**config.mk**
```make
export PLATFORM = sky130hd
export DESIGN_NAME = hint_mem_sequencer
export DESIGN_NICKNAME = d
export VERILOG_FILES = /design/src/rtl/hint_mem_sequencer.sv
export SDC_FILE = /design/constraint.sdc
export NUM_CORES = 1
export LEC_CHECK = 0
export ABC_CLOCK_PERIOD_IN_PS = 5300
export BUFFER_PORTS_ARGS = -buffer_cell sky130_fd_sc_hd__clkbuf_2
export CORE_ASPECT_RATIO = 1.5
export CORE_MARGIN = 3
export CORE_UTILIZATION = 55
export CTS_CLUSTER_DIAMETER = 80
export DETAILED_ROUTE_END_ITERATION = 8
export MAX_ROUTING_LAYER = met4
export PLACE_DENSITY = 0.81
export SYNTH_ARGS = -nofsm -noshare
export SYNTH_HDL_FRONTEND = slang
export SYNTH_SLANG_ARGS = --single-unit
```
**constraint.sdc**
```tcl
create_clock -name clk -period 5.3 [get_ports clk]
set_input_delay 1.06 -clock clk [delete_from_list [all_inputs] [get_ports clk]]
set_output_delay 1.06 -clock clk [all_outputs]
set_load 0.05 [all_outputs]
```
**src/rtl/hint_mem_sequencer.sv**
```systemverilog
// hint_mem_sequencer: issues the (up to) two memory hints of one trace step
// in order over a single shared request/response port, checks read data
// against the claimed value and reports one verdict per step.
module hint_mem_sequencer #(
    parameter int TIMEOUT_CYCLES = 255,
    parameter int TIMEOUT_W      = 8
) (
    input  logic        clk,
    input  logic        rst_n,
    input  logic        step_valid,
    output logic        step_ready,
    input  logic [1:0]  hint1_mask,
    input  logic        hint1_rw,
    input  logic [31:0] hint1_address,
    input  logic [31:0] hint1_data,
    input  logic [1:0]  hint2_mask,
    input  logic        hint2_rw,
    input  logic [31:0] hint2_address,
    input  logic [31:0] hint2_data,
    output logic        mem_req_valid,
    input  logic        mem_req_ready,
    output logic        mem_req_we,
    output logic [31:0] mem_req_addr,
    output logic [3:0]  mem_req_be,
    output logic [31:0] mem_req_wdata,
    input  logic        mem_rsp_valid,
    input  logic [31:0] mem_rsp_rdata,
    output logic        done_valid,
    input  logic        done_ready,
    output logic [1:0]  done_fault,
    output logic        done_fault_hint
);

    typedef enum logic [2:0] {
        ST_IDLE, ST_ISSUE1, ST_WAIT1, ST_ISSUE2, ST_WAIT2, ST_DONE
    } state_t;

    localparam logic [1:0] FAULT_OK       = 2'd0;
    localparam logic [1:0] FAULT_MISMATCH = 2'd1;
    localparam logic [1:0] FAULT_ALIGN    = 2'd2;
    localparam logic [1:0] FAULT_TIMEOUT  = 2'd3;

    state_t                 state_reg;
    logic [TIMEOUT_W-1:0]   cnt_reg;
    logic [1:0]             h1_mask_reg, h2_mask_reg;
    logic                   h1_rw_reg, h2_rw_reg;
    logic [31:0]            h1_addr_reg, h2_addr_reg;
    logic [31:0]            h1_data_reg, h2_data_reg;

    // Access size in bytes for a used mask (1, 2 or 4).
    function automatic logic [2:0] size_bytes(input logic [1:0] mask);
        case (mask)
            2'd1:    return 3'd1;
            2'd2:    return 3'd2;
            default: return 3'd4;
        endcase
    endfunction

    // An access that would cross the dword boundary cannot be issued.
    function automatic logic is_misaligned(input logic [1:0] mask, input logic [31:0] addr);
        return ({1'b0, addr[1:0]} + size_bytes(mask)) > 3'd4;
    endfunction

    function automatic logic [3:0] byte_en(input logic [1:0] mask, input logic [31:0] addr);
        logic [3:0] base;
        case (mask)
            2'd1:    base = 4'b0001;
            2'd2:    base = 4'b0011;
            default: base = 4'b1111;
        endcase
        return base << addr[1:0];
    endfunction

    function automatic logic [31:0] size_mask(input logic [1:0] mask);
        case (mask)
            2'd1:    return 32'h0000_00FF;
            2'd2:    return 32'h0000_FFFF;
            default: return 32'hFFFF_FFFF;
        endcase
    endfunction

    // Candidate hint for the next request: straight from the inputs when a
    // step is being accepted (1-cycle accept-to-request), else the latched
    // second hint.
    logic [1:0]  iss_mask;
    logic        iss_rw;
    logic [31:0] iss_addr, iss_data;
    always_comb begin
        iss_mask = h2_mask_reg;
        iss_rw   = h2_rw_reg;
        iss_addr = h2_addr_reg;
        iss_data = h2_data_reg;
        if (state_reg == ST_IDLE) begin
            if (hint1_mask != 2'd0) begin
                iss_mask = hint1_mask;
                iss_rw   = hint1_rw;
                iss_addr = hint1_address;
                iss_data = hint1_data;
            end else begin
                iss_mask = hint2_mask;
                iss_rw   = hint2_rw;
                iss_addr = hint2_address;
                iss_data = hint2_data;
            end
        end
    end

    // Hint currently awaiting its response and the read-data comparison.
    logic        cur_is_h2;
    logic [1:0]  cur_mask;
    logic        cur_rw;
    logic [31:0] cur_addr, cur_data;
    logic        rd_match;
    always_comb begin
        cur_is_h2 = (state_reg == ST_WAIT2);
        cur_mask  = cur_is_h2 ? h2_mask_reg : h1_mask_reg;
        cur_rw    = cur_is_h2 ? h2_rw_reg   : h1_rw_reg;
        cur_addr  = cur_is_h2 ? h2_addr_reg : h1_addr_reg;
        cur_data  = cur_is_h2 ? h2_data_reg : h1_data_reg;
        rd_match  = ((mem_rsp_rdata >> {cur_addr[1:0], 3'b000}) & size_mask(cur_mask))
                    == (cur_data & size_mask(cur_mask));
    end

    // Sequencer FSM with all outputs registered.
    always_ff @(posedge clk or negedge rst_n) begin
        if (!rst_n) begin
            state_reg       <= ST_IDLE;
            cnt_reg         <= '0;
            step_ready      <= 1'b1;
            mem_req_valid   <= 1'b0;
            mem_req_we      <= 1'b0;
            mem_req_addr    <= '0;
            mem_req_be      <= '0;
            mem_req_wdata   <= '0;
            done_valid      <= 1'b0;
            done_fault      <= FAULT_OK;
            done_fault_hint <= 1'b0;
            h1_mask_reg     <= '0;
            h1_rw_reg       <= 1'b0;
            h1_addr_reg     <= '0;
            h1_data_reg     <= '0;
            h2_mask_reg     <= '0;
            h2_rw_reg       <= 1'b0;
            h2_addr_reg     <= '0;
            h2_data_reg     <= '0;
        end else begin
            case (state_reg)
                ST_IDLE: begin
                    if (step_valid && step_ready) begin
                        h1_mask_reg <= hint1_mask;
                        h1_rw_reg   <= hint1_rw;
                        h1_addr_reg <= hint1_address;
                        h1_data_reg <= hint1_data;
                        h2_mask_reg <= hint2_mask;
                        h2_rw_reg   <= hint2_rw;
                        h2_addr_reg <= hint2_address;
                        h2_data_reg <= hint2_data;
                        step_ready  <= 1'b0;
                        if (hint1_mask == 2'd0 && hint2_mask == 2'd0) begin
                            state_reg       <= ST_DONE;
                            done_valid      <= 1'b1;
                            done_fault      <= FAULT_OK;
                            done_fault_hint <= 1'b0;
                        end else if (is_misaligned(iss_mask, iss_addr)) begin
                            state_reg       <= ST_DONE;
                            done_valid      <= 1'b1;
                            done_fault      <= FAULT_ALIGN;
                            done_fault_hint <= (hint1_mask == 2'd0);
                        end else begin
                            state_reg     <= (hint1_mask != 2'd0) ? ST_ISSUE1 : ST_ISSUE2;
                            mem_req_valid <= 1'b1;
                            mem_req_we    <= iss_rw;
                            mem_req_addr  <= {iss_addr[31:2], 2'b00};
                            mem_req_be    <= byte_en(iss_mask, iss_addr);
                            mem_req_wdata <= iss_data << {iss_addr[1:0], 3'b000};
                        end
                    end
                end
                ST_ISSUE1, ST_ISSUE2: begin
                    if (mem_req_ready) begin
                        mem_req_valid <= 1'b0;
                        cnt_reg       <= '0;
                        state_reg     <= (state_reg == ST_ISSUE1) ? ST_WAIT1 : ST_WAIT2;
                    end
                end
                ST_WAIT1, ST_WAIT2: begin
                    if (mem_rsp_valid) begin
                        if (!cur_rw && !rd_match) begin
                            state_reg       <= ST_DONE;
                            done_valid      <= 1'b1;
                            done_fault      <= FAULT_MISMATCH;
                            done_fault_hint <= cur_is_h2;
                        end else if (!cur_is_h2 && h2_mask_reg != 2'd0) begin
                            if (is_misaligned(iss_mask, iss_addr)) begin
                                state_reg       <= ST_DONE;
                                done_valid      <= 1'b1;
                                done_fault      <= FAULT_ALIGN;
                                done_fault_hint <= 1'b1;
                            end else begin
                                state_reg     <= ST_ISSUE2;
                                mem_req_valid <= 1'b1;
                                mem_req_we    <= iss_rw;
                                mem_req_addr  <= {iss_addr[31:2], 2'b00};
                                mem_req_be    <= byte_en(iss_mask, iss_addr);
                                mem_req_wdata <= iss_data << {iss_addr[1:0], 3'b000};
                            end
                        end else begin
                            state_reg       <= ST_DONE;
                            done_valid      <= 1'b1;
                            done_fault      <= FAULT_OK;
                            done_fault_hint <= 1'b0;
                        end
                    end else if (cnt_reg == TIMEOUT_W'(TIMEOUT_CYCLES - 1)) begin
                        // This cycle brings the wait count to TIMEOUT_CYCLES.
                        cnt_reg         <= cnt_reg + TIMEOUT_W'(1);
                        state_reg       <= ST_DONE;
                        done_valid      <= 1'b1;
                        done_fault      <= FAULT_TIMEOUT;
                        done_fault_hint <= cur_is_h2;
                    end else begin
                        cnt_reg <= cnt_reg + TIMEOUT_W'(1);
                    end
                end
                ST_DONE: begin
                    if (done_ready) begin
                        state_reg       <= ST_IDLE;
                        done_valid      <= 1'b0;
                        done_fault      <= FAULT_OK;
                        done_fault_hint <= 1'b0;
                        step_ready      <= 1'b1;
                    end
                end
                default: state_reg <= ST_IDLE;
            endcase
        end
    end

endmodule

```
==> impl_metrics.yaml, run 1 <==
sta:
  clock_skew_ps: 9.12
  fin_tns_setup_ps: 0
  min_period_over_period: 0.857
  rsz0062_at_grt: "no"
  worst_pin_slew_ps: 1040
  setup_violations: 0
  slew_violations: 0
  final-hold-violation-count: 0
  setup_ws_ps: 760
  period_minus_slack_ps: 4540
  relSlewSlack: 0.307
  max_freq_mhz: 220
placement:
  hpwlAfterDp_um: 26600
  io_buffers: 244
  placed_cell_area_um2: 12700
  dpl.cell_count: 1573
  gp_congestion: 1.05
  pre_cts_slack_ps: 447
worst_hold_path:
  worstHoldPathType: "flop to flop"
pwr:
  power_frac_clock: 0.414
  total_power_mw: 3.04
  power_frac_seq: 0.472
  power-per-cell-area_nw_per_um2: 229
  switchingPower_mw: 0.822
  combPwrFrac: 0.114
  p_int_mw: 2.22
  ir_worst_vdd_mv: 0.237
  p_sw_frac: 0.270
  leakage_nw: 6.57
synth:
  ys_ff_latch: 188
  synth_top_flop_cell: "dfrtp_1"
  synth_area_um2: 11300
  syn_area_per_cell_um2: 9.99
  synthArstFlopShare: 1.00
  yosysSeqAreaShare: 0.418
  synth_cells: 1128
  synth.distinct_cells: 59
  ys_warn_count: 0
  synth-edff-count: 0
floorplanning:
  num_rows: 63
  ioPinCount: 247
  core-area_um2: 19900
  initial_core_util: 0.565
  die_w_um: 123
  dieArea_um2: 22300
  die_y_um: 181
worst_setup_path:
  arrival_ps: 4860
  worst-path-max-fanout: 33
  start_kind: "flop"
  worst_setup_path_end_kind: "flop"
  crit_required_ps: 5620
  setup.worst_path.class: "flop to flop"
finish:
  drive_above_1_share: 0.347
  syn2layout_area_growth_pct: 17.8
  fillers: 1576
  fin_cells: 1605
  mostFrequentLayoutCell: "clkbuf_2"
  final_cell_mix: "clkbuf_2, dfrtp_1, mux2_2, mux2i_1, nand2_1"
  fin_area_um2: 13300
  antenna_cells: 0
  fin_nets: 1512
clock_tree:
  ctsLongestPathBuffers: 2
  cts_resized: 0
  clock_latency_ps: 440
  htreeDepth: 4
  clock_sink_count: 188
  cts_buffers: 17
  cts_hold_buf: 0
  path_clk_slew_ps: 70
  clock_tree.root_cell: "clkbuf_16"
  post_cts_buffers: 0
  cts_tree: "done"
global_route:
  gr-usage-all-layers: 0.327
  grt_pass1_wl_um: 54400
  antenna_found_initial: 0
  grt_max_degree: 118
  first_global_vias: 9969
  gr-total-overflow: 0
routing:
  drc: 0
  routed-via-count: 9966
  drt-total-wl_um: 35200
  antenna_left: 0
  avgViaCountPerCell: 6.21
  drt_pre_antenna_iters: 5
  drtIter0Drc: 950
  avgRoutedWirePerCell_um: 21.9
outcome:
  run_status: "finished clean"
job:
  maxCapViolCount: 0
power groups by stage:
stage          Combinational (mW)  Sequential [mW]  Clock (mW)
3_5_place_dp                0.343             1.46           0
5_1_grt                     0.379             1.44        1.34
6_report                    0.348             1.44        1.26
4_1_cts                     0.345             1.44        1.28
2_1_floorplan               0.162             1.46           0
3_3_place_gp                0.339             1.46           0
worst max-delay path, stage by stage (launching register included):
cell       delay, ps
dfrtp_1          380
or3b_1           500
mux2i_4          540
mux2i_1          390
o221ai_1         150
o22a_1           180
a2111oi_0        560
o2111ai_1        340
a21o_1           260
a21boi_2         200
a22oi_2          280
buf_12           290
mux2_1           320
synthesized netlist by cell type, types with 4 or more instances:
cell type / count / area, µm²
mux2_1: 18 / 203
ha_1: 7 / 87.6
nor3_1: 22 / 110
a211oi_1: 11 / 82.6
xor2_1: 9 / 78.8
o311ai_0: 4 / 35.0
a31oi_1: 8 / 50.1
nor4_1: 7 / 43.8
o21ai_0: 99 / 495
clkbuf_1: 54 / 203
mux2_2: 157 / 1770
a21oi_1: 68 / 340
nand4_1: 5 / 31.3
nand3_1: 9 / 45.0
a311oi_1: 8 / 70.1
nor2_1: 76 / 285
and3_1: 4 / 25.0
nand3b_1: 8 / 60.1
inv_1: 22 / 82.6
o31ai_1: 4 / 30.0
nor2b_1: 6 / 37.5
mux2i_1: 119 / 1190
buf_2: 12 / 60.1
xnor2_1: 11 / 96.3
o22ai_1: 17 / 106
dfrtp_1: 187 / 4680
buf_1: 9 / 33.8
nand2b_1: 8 / 50.1
nand2_1: 108 / 405
final timing paths:
check | cells past startpoint | startpoint | end | slack, ps
worst max-delay path | 12 | state_reg[1]$_DFFE_PN0P_ | mem_req_addr[19]$_DFFE_PN0P_ | 760
worst min-delay path | 1 | cnt_reg[6]$_DFFE_PN0P_ | cnt_reg[6]$_DFFE_PN0P_ | 480
worst max register to register | 12 | state_reg[1]$_DFFE_PN0P_ | mem_req_addr[19]$_DFFE_PN0P_ | 760
worst min register to register | 1 | cnt_reg[6]$_DFFE_PN0P_ | cnt_reg[6]$_DFFE_PN0P_ | 480
max in group asynchronous | 2 | rst_n | mem_req_addr[10]$_DFFE_PN0P_ | 3570
min in group asynchronous | 1 | rst_n | h2_data_reg[7]$_DFFE_PN0P_ | 750
final cells by class:
type	instances	area (µm²)	area share
clock buffers	18	429	0.0323
clock inverters	14	136	0.0103
inverters	23	86.3	0.00651
multi-input cells	837	6160	0.464
flip-flops and latches	188	4710	0.355
well taps	260	325	0.0245
repair buffers	265	1430	0.107
through the flow:
| step | hold slack, ps | utilization |
|---|---|---|
| after global placement | 461 | 0.637 |
| after global routing | 488 | 0.665 |
| after CTS | 478 | 0.665 |
| final | 480 | 0.665 |
| after detailed placement | 465 | 0.637 |
| after floorplan | 438 | - |
per-layer routing:
metal / up-vias / GRT usage / part of all wire
li1: 4477 / - / -
met2: 504 / 0.527 / 0.50
met4: 0 / 0.214 / 0.075
met5: - / - / 0
met1: 4851 / 0.366 / 0.36
met3: 134 / 0.0608 / 0.066
logic make-up (layout without fill, tap and decap cells):
logic type                 after synthesis  count (layout)  share of synthesized area
AOI/OAI and AO/OA                      247             247                      0.129
xor gates and xnor gates                20              20                     0.0155
adders and majority gates                8               8                    0.00955
buffers and inverters                  104             320                     0.0390
DFF                                    188             188                      0.418
muxes                                  297             297                      0.286
other                                    1               2                   0.000333
and+or+nand+nor                        263             263                      0.104
(Power assumes the default switching activity.)
==> inputs of run 2 (changes only) <==
- BUFFER_PORTS_ARGS: -buffer_cell sky130_fd_sc_hd__clkbuf_2 -> unset
- CORE_UTILIZATION: 55 -> 60
- DONT_BUFFER_PORTS: unset -> 1
- PLACE_DENSITY: 0.81 -> 0.73
==> run 2 against run 1 <==
  * Non-clock buffer count down 246
  * Power down 2.5%
  * Register-to-register slack better by 70 ps
  * Sequential share of layout area up 3.7 points
  * Fmax up 1.6%
  * Die area down 8.0%
  * Via count down 13%
  * Combinational power down 40%
  * Global-route usage down 0.21 points
  * Final cell count down 16%
  * Hold slack worse by 180 ps
  * Utilization down 0.34 points
  * Critical path type unchanged
  * Highest routed layer unchanged
==> impl_metrics.yaml, run 2 (synthesis results as in run 1) <==
global_route:
  grt-busiest-layer: "met2"
  met3_usage: 0.0914
  grt_pass1_wl_um: 50400
  first_global_vias: 8914
  grt_use_met2: 0.540
  grt_max_degree: 189
  gr-total-overflow: 0
  grt_util_met1: 0.344
  gr-usage-all-layers: 0.325
  antenna_found_initial: 1
finish:
  drive_above_1_share: 0.201
  fillers: 1507
  final_cell_mix: "dfrtp_1, mux2_2, mux2i_1, nand2_1, o21ai_0"
  fin_nets: 1266
  syn2layout_area_growth_pct: 6.74
  mostFrequentLayoutCell: "dfrtp_1"
sta:
  period_minus_slack_ps: 4470
  worst_pin_slew_ps: 984
  max_freq_mhz: 224
  slew_violations: 0
  rsz0062_at_grt: "no"
  clock_skew_ps: 14.3
  final-hold-violation-count: 0
  min_period_over_period: 0.843
  holdWs_ps: 300
  fin_tns_setup_ps: 0
  setup_violations: 0
  relSlewSlack: 0.344
routing:
  drc: 0
  drt_pre_antenna_iters: 6
  antenna_left: 0
  drt-total-wl_um: 32400
  routed-via-count: 8642
  avgRoutedWirePerCell_um: 24.0
  drtIter0Drc: 595
  avgViaCountPerCell: 6.41
clock_tree:
  htreeDepth: 4
  clock_sink_count: 188
  cts_hold_buf: 0
  path_clk_slew_ps: 80
  cts_buffers: 17
  post_cts_buffers: 0
  clock_tree.root_cell: "clkbuf_16"
  cts_resized: 0
  clock_latency_ps: 450
  cts_tree: "done"
  ctsLongestPathBuffers: 2
worst_hold_path:
  worstHoldPathType: "input pin to async pin"
placement:
  hpwlAfterDp_um: 24100
  gp_congestion: 0.957
  io_buffers: 0
floorplanning:
  ioPinCount: 247
  core-area_um2: 18200
  die_w_um: 118
  num_rows: 60
  initial_core_util: 0.620
  die_y_um: 174
  dieArea_um2: 20500
worst_setup_path:
  crit_required_ps: 5620
  arrival_ps: 4790
  setup.worst_path.class: "flop to flop"
  start_kind: "flop"
  worst_setup_path_end_kind: "flop"
  worst-path-max-fanout: 68
pwr:
  leakage_nw: 5.52
  total_power_mw: 2.97
  switchingPower_mw: 0.770
  combPwrFrac: 0.070
  p_sw_frac: 0.259
  ir_worst_vdd_mv: 0.227
  power-per-cell-area_nw_per_um2: 247
  power_frac_seq: 0.484
  p_int_mw: 2.20
  power_frac_clock: 0.446
outcome:
  run_status: "finished clean"
job:
  maxCapViolCount: 0
[run 2: cell types whose count changed in the layout (fill, tap and decap cells not counted), sizes merged]
cell,previous run,this run
buf,21,19
clkbuf,262,18
clkinv,4,3
clkinvlp,4,1
diode,0,2
inv,28,32
[run 2: metrics by stage]
stage                     setup WS (ps)   util  cell area, µm²  instances
after floorplan                     950      -           11300       1129
after global placement              939  0.629           11400       1315
after detailed placement            883  0.629           11400       1315
after CTS                           842  0.662           12000       1347
after global routing                652  0.662           12000       1349
final                               833  0.662           12000       1349
[run 2: area by class of cell]
class / instances / area (µm²) / share of cell area
diodes: 2 / 5.00 / 0.000416
clock buffers: 18 / 429 / 0.0357
clock inverters: 14 / 173 / 0.0144
inverters: 23 / 86.3 / 0.00718
multi-input cells: 837 / 6160 / 0.512
flip-flops and latches: 188 / 4710 / 0.391
well taps: 248 / 310 / 0.0258
repair buffers: 19 / 155 / 0.0129
[run 2: final timing paths]
path | startpoint | to | slack (ps) | cells after the start
setup / recovery | state_reg[1]$_DFFE_PN0P_ | mem_req_addr[25]$_DFFE_PN0P_ | 830 | 12
max in group asynchronous | rst_n | step_ready$_DFFE_PN1P_ | 4670 | 0
setup reg to reg | state_reg[1]$_DFFE_PN0P_ | mem_req_addr[25]$_DFFE_PN0P_ | 830 | 12
hold reg to reg | cnt_reg[6]$_DFFE_PN0P_ | cnt_reg[6]$_DFFE_PN0P_ | 480 | 1
hold / removal | rst_n | h2_data_reg[11]$_DFFE_PN0P_ | 300 | 0
min in group clk | cnt_reg[6]$_DFFE_PN0P_ | cnt_reg[6]$_DFFE_PN0P_ | 480 | 1
[run 2: power by group through the flow]
stage / Sequential (mW) / Combinational [mW] / Clock [mW]
after floorplan: 1.46 / 0.162 / 0
after global placement: 1.46 / 0.204 / 0
after detailed placement: 1.46 / 0.206 / 0
after CTS: 1.44 / 0.207 / 1.34
after global routing: 1.44 / 0.232 / 1.39
final: 1.44 / 0.209 / 1.32
[run 2: worst max-delay path: stages (launching register included)]
cell,delay [ps]
dfrtp_1,380
or3b_1,460
buf_4,280
mux2i_2,540
a222oi_1,250
or4_1,550
nor4_1,250
o2111ai_1,220
a21o_1,250
a21boi_2,200
a22oi_2,70
buf_4,380
mux2_1,430
[run 2: routing by layer]
layer  part of all wire  vias up  routed length, µm
met5                  0        -                  0
met4              0.066        0               2150
met3              0.074      103               2400
met2               0.50      335              16000
met1               0.36     4213              11800
li1                   -     3991                  -
